### src/rtl/mem_arbiter.sv
// Serialises the core's fetch and data request ports onto one memory port; data wins by default,
// a saturating streak counter forces a fetch grant after MAX_D_STREAK data grants while a fetch waits.
module mem_arbiter #(
  parameter int MAX_D_STREAK = 4
) (
  input  logic        clk,
  input  logic        reset,
  input  logic        i_valid,
  input  logic [63:0] i_addr,
  output logic        i_data_ok,
  output logic [31:0] i_data,
  input  logic        d_valid,
  input  logic [63:0] d_addr,
  input  logic [2:0]  d_size,
  input  logic [7:0]  d_strobe,
  input  logic [63:0] d_wdata,
  output logic        d_data_ok,
  output logic [63:0] d_data,
  output logic        m_valid,
  output logic        m_is_write,
  output logic [63:0] m_addr,
  output logic [2:0]  m_size,
  output logic [7:0]  m_strobe,
  output logic [63:0] m_wdata,
  input  logic        m_ready,
  input  logic [63:0] m_rdata
);

  localparam int SW = $clog2(MAX_D_STREAK + 1);
  localparam logic [SW-1:0] STREAK_MAX = SW'(MAX_D_STREAK);

  localparam logic [1:0] IDLE   = 2'd0;
  localparam logic [1:0] BUSY_I = 2'd1;
  localparam logic [1:0] BUSY_D = 2'd2;

  logic [1:0]    state;
  logic [SW-1:0] streak;
  logic          abandon_q;
  logic [63:0]   lat_addr;
  logic [63:0]   lat_wdata;
  logic [2:0]    lat_size;
  logic [7:0]    lat_strobe;

  logic busy;
  logic busy_i;
  logic busy_d;
  logic grant_d;
  logic grant_i;
  logic owner_valid;
  logic abandon_now;

  assign busy   = (state != IDLE);
  assign busy_i = (state == BUSY_I);
  assign busy_d = (state == BUSY_D);

  // streak never exceeds STREAK_MAX, so exactly one of these fires when anything is requested
  assign grant_d = (state == IDLE) && d_valid && (!i_valid || (streak < STREAK_MAX));
  assign grant_i = (state == IDLE) && i_valid && (!d_valid || (streak == STREAK_MAX));

  // a requester dropping valid in the completion cycle must also suppress its pulse
  assign owner_valid = busy_i ? i_valid : d_valid;
  assign abandon_now = abandon_q | ~owner_valid;

  always_ff @(posedge clk or negedge reset) begin
    if (!reset) begin
      state      <= IDLE;
      streak     <= '0;
      abandon_q  <= 1'b0;
      lat_addr   <= '0;
      lat_wdata  <= '0;
      lat_size   <= '0;
      lat_strobe <= '0;
    end else if (grant_d) begin
      state      <= BUSY_D;
      abandon_q  <= 1'b0;
      lat_addr   <= d_addr;
      lat_size   <= d_size;
      lat_strobe <= d_strobe;
      lat_wdata  <= d_wdata;
      if (!i_valid)
        streak <= '0;
      else if (streak != STREAK_MAX)
        streak <= streak + SW'(1);
    end else if (grant_i) begin
      state      <= BUSY_I;
      abandon_q  <= 1'b0;
      streak     <= '0;
      lat_addr   <= i_addr;
      lat_size   <= 3'b010;
      lat_strobe <= '0;
      lat_wdata  <= '0;
    end else if (busy) begin
      if (!owner_valid)
        abandon_q <= 1'b1;
      if (m_ready)
        state <= IDLE;
    end
  end

  // memory side is a pure function of state and the latched request, so reset clears it at once
  assign m_valid    = busy;
  assign m_is_write = busy_d & (|lat_strobe);
  assign m_addr     = busy ? lat_addr   : '0;
  assign m_size     = busy ? lat_size   : '0;
  assign m_strobe   = busy ? lat_strobe : '0;
  assign m_wdata    = busy ? lat_wdata  : '0;

  assign i_data_ok = busy_i & m_ready & ~abandon_now;
  assign d_data_ok = busy_d & m_ready & ~abandon_now;

  assign i_data = i_data_ok ? (lat_addr[2] ? m_rdata[63:32] : m_rdata[31:0]) : '0;
  assign d_data = (d_data_ok & ~m_is_write) ? m_rdata : '0;

endmodule

### config.mk
export PLATFORM = sky130hd
export DESIGN_NAME = mem_arbiter
export DESIGN_NICKNAME = d
export VERILOG_FILES = /design/src/rtl/mem_arbiter.sv
export SDC_FILE = /design/constraint.sdc
export NUM_CORES = 1
export LEC_CHECK = 0
export BUFFER_PORTS_ARGS = -buffer_cell sky130_fd_sc_hd__buf_4
export CAP_MARGIN = 25
export CORE_AREA = 2 2 198 200
export DETAILED_ROUTE_END_ITERATION = 10
export DIE_AREA = 0 0 200 202
export GPL_TIMING_DRIVEN = 0
export SETUP_SLACK_MARGIN = 0.3
export SYNTH_ARGS = -nofsm -noshare
export SYNTH_HDL_FRONTEND = slang
export SYNTH_SLANG_ARGS = --single-unit
### constraint.sdc
create_clock -name clk -period 2.35 [get_ports clk]
set_input_delay 0.1175 -clock clk [delete_from_list [all_inputs] [get_ports clk]]
set_output_delay 0.1175 -clock clk [all_outputs]
set_load 0.01 [all_outputs]
==> results.md <==
- The master cell of the clock root buffer is sky130_fd_sc_hd__clkbuf_16.
- The die is 202 µm tall.
- The total number of H-tree levels is 4.
- The startpoint type of the worst setup path is a flop.
- The library cells used most frequently in the layout, excluding fill and tap cells, are 309 x sky130_fd_sc_hd__buf_4, 236 x sky130_fd_sc_hd__buf_6, 202 x sky130_fd_sc_hd__dlygate4sd3_1, 162 x sky130_fd_sc_hd__and2_4, 144 x sky130_fd_sc_hd__dfrtp_1.
- Setup repair after global routing could not meet its margin everywhere.
- For this design the ratio of total power to cell area is 962 mW/mm².
- The max-slew headroom at the worst pin is 60.4%.
- The number of antenna violations at the first check in global routing is 3.
- Sequential cells were found to cover 44.2% of the synthesized design area.
- From left edge to right edge, the die measures 200 µm.
- The via count of the routed design is 10.8k.
- The later pin in the worst-skew pair is clocked with a latency of around 430 ps.
- The worst-path maximum fanout is 5.
- The maximum number of buffers from clock root to sink is 2.
- The number of different library cells used by synthesis comes to 37.
- The final hold slack is -0.879 ps.
- The routed length per placed instance is about 21 µm.
- The path class of the tightest hold or removal check is primary input to flop.
- The setup slack after layout is -87.2 ps.
- The worst-margin pin slew is 594 ps.
- The count of buffers inserted at the top-level ports is around 500.
- Max-cap violations in this run came to 0.
- The detailed-router iteration count before antenna repair is 5.
- The post-layout total power is 17600 µW.
- The first routing iteration left 500 violations.
- The wire length of the first global-routing pass is 67900 µm.
- The switching share of total power is 36.9%.
- Cell internal power was estimated by the tool at 11100 µW.
- The post-route netlist has 56.2% of its cells at a drive strength greater than 1.
- The clock group share of total power is between 10% and 20%.
- The signed area change from the synthesized netlist to the final layout is 123%.
- The share of total power dissipated in sequential elements is 24.3%.
- In this run the register-to-register setup slack is 280 ps.
- The wire-length estimate of the detail-placed layout is 30800 µm.
- The required arrival time at the worst endpoint is 2230 ps.
- The total cell area at the placement stage is 0.0127 mm².
- The cell area that synthesis handed to floorplanning was 0.00821 mm².
- The number of buffers created by CTS is 17.
- For this design the static power due to leakage is about 0.0086 µW.
- The number of global-route vias before repair is roughly 11k.
- Between clock sinks in the finished design, the worst skew comes to 15.0 ps.
- The count of final max-slew check failures came to 0.
- Dividing the final minimum period by the clock period gives 104%.
- The cell count after synthesis is 890.
- Based on the critical path, the design can be clocked at up to 410 MHz.
- The final reports fail on hold timing, setup timing.
- The largest net degree at the start of global routing is 87.
- The post-synth net total is 1164.
- The global-route total usage across every layer is between 20 and 25%.
- In this run the power spent charging and discharging nets is 6500 µW.
- After floorplanning, the core was divided into 72 placement rows.
- The combinational cell fraction of total power is around three fifths.
- The final critical path time including I/O delays and setup is 2440 ps.
- The clock transition at the register clock pins on the worst setup and hold paths after CTS is 70 ps.
- The number of failing hold endpoints at the final stage is 1.
- Setup violations remaining at the end of the flow were counted as 26.
- The synthesis warning total is 0.
- The cell area after layout is 0.0183 mm².
- The number of clock sinks is roughly 150.
- The TritonCTS clock tree is yes.
- In the routed layout, each cell is associated on average with a via count of roughly 4.9.
- In the routed design, unresolved DRC markers number 0.
- The most frequent standard cell in the layout excluding fill and tap cells is sky130_fd_sc_hd__buf_4.
- At the worst endpoint, the arrival time is 2320 ps.
- The initial core utilization is a little over a fifth.
- The total overflow left after global routing is 0.
- The core outline area is 0.0383 mm².
- STA classifies the critical path endpoint as a primary output.
- The floorplan step defined a die boundary enclosing 0.0404 mm².
- The worst supply voltage drop on vdd is 0.490 mV.
- A synthesized cell averages 9.22 µm².
- The run finished, with violations left.
- The post-detailed-routing wire length is 47500 µm.
- The routability congestion estimate is just under 0.9.
- The start-to-end type of the worst setup path is flop to primary output.
- Pin placement for this block handled 511 I/O pins.
- The number of synthesized register bits is 145.
- The detail route stage leaves a number of antenna-violating nets equal to 0.
- The number of nets at the end of the flow is about 2.0k.
[stage by stage]
step                      TNS, ps  hold slack [ps]  setup WS, ps  std cells  utilization (%)
after floorplan                 0             -178           567        890                -
after global placement     -17030              333          -385       1918             33.1
after detailed placement   -20490              146          -434       1919             33.2
after CTS                   -3900             7.07          -112       2197             46.0
after global routing        -5490             1.77          -171       2214             47.8
final                        -962           -0.879         -87.2       2214             47.8
[per-layer routing]
metal  track usage (%)  wire, µm  up-vias
met5                 0         0        -
met4              10.4      1810        0
met3              4.14      3010      117
met2              39.3     24600      576
met1              25.9     18100     5308
li1                  -         -     4792
[cell families (layout without fill, tap and decap cells)]
logic type | Yosys count | count (layout) | synth area share [%]
DFF | 145 | 145 | 44.2
muxes | 33 | 33 | 4.04
buffers and inverters | 111 | 914 | 5.40
and+or+nand+nor | 322 | 322 | 23.5
adders and majority gates | 2 | 2 | 0.305
other | 0 | 3 | 0
AOI/OAI and AO/OA | 277 | 277 | 22.5
[worst max-delay path, cell delays in order, from the launching register on]
cell and delay (ps):
sky130_fd_sc_hd__dfrtp_1 380, sky130_fd_sc_hd__or4_4 580, sky130_fd_sc_hd__nor4_4 260, sky130_fd_sc_hd__buf_4 170
sky130_fd_sc_hd__buf_6 120, sky130_fd_sc_hd__clkbuf_16 150, sky130_fd_sc_hd__and2_4 140, sky130_fd_sc_hd__buf_6 90
[state kept, by name (all words and copies together), names as in the netlist]
signal / count
lat_wdata: 64
state: 2
abandon_q: 1
lat_strobe: 8
streak: 3
lat_size: 3
lat_addr: 64
[final cells by class]
type                       instances  area [µm²]
sequential                       145        3630
fill                            3387       20000
antenna                            3        7.51
clock buffer                      18         439
inverter                           8        33.8
clock inverter                    13         153
timing repair buffer             772        7540
tap                              518         648
buffer                           103         958
multi-input combinational        634        4890
[cell usage after synthesis, drive strengths merged]
cell type | instances | area share (%)
a21boi | 1 | 0.092
nor2 | 36 | 1.7
a21bo | 1 | 0.12
nand2b | 2 | 0.18
a22o | 75 | 8.0
o41ai | 1 | 0.11
nand2 | 3 | 0.14
nand3 | 66 | 4.0
inv | 8 | 0.37
nor4 | 1 | 0.26
buf | 30 | 1.6
o21ai | 65 | 4.0
or4 | 3 | 0.32
o2bb2ai | 1 | 0.11
dfrtp | 145 | 44
or2 | 1 | 0.076
nand3b | 1 | 0.092
and2 | 203 | 16
nand4b | 1 | 0.11
ha | 2 | 0.30
a31oi | 128 | 9.8
and3 | 1 | 0.076
o22a | 1 | 0.11
mux2i | 32 | 3.9
nor2b | 1 | 0.076
a21oi | 4 | 0.24
mux2 | 1 | 0.14
nor3 | 3 | 0.18
clkbuf | 73 | 3.4
[what timing repair did]
| action | CTS | global route |
|---|---|---|
| endpoints found under the hold margin | 200 | 0 |
| resized for setup | 538 | 244 |
| gates cloned | 21 | 3 |
| pin swaps | 153 | 56 |
| setup endpoints to repair | 379 | 362 |
| setup buffers | 24 | 11 |
| hold buffers | 202 | 0 |
[power groups by stage]
stage	Clock, µW	Combinational [µW]	Sequential, µW
floorplan	0	3630	3970
global placement	0	6680	4150
detailed placement	0	6750	4170
CTS	2920	9950	4240
global route	3010	11000	4410
finish	2850	10500	4270
[worst paths after layout]
| check | cells past startpoint | start | end |
|---|---|---|---|
| max in group asynchronous | 3 | reset | lat_addr[47] |
| hold / removal | 3 | i_addr[4] | lat_addr[4] |
| setup / recovery | 7 | lat_strobe[6] | d_data[32] |
| hold reg to reg | 1 | lat_size[1] | lat_size[1] |
| setup reg to reg | 11 | state[0] | lat_addr[2] |
| min in group asynchronous | 2 | reset | lat_wdata[36] |
Power figures use the tool's default switching activity.
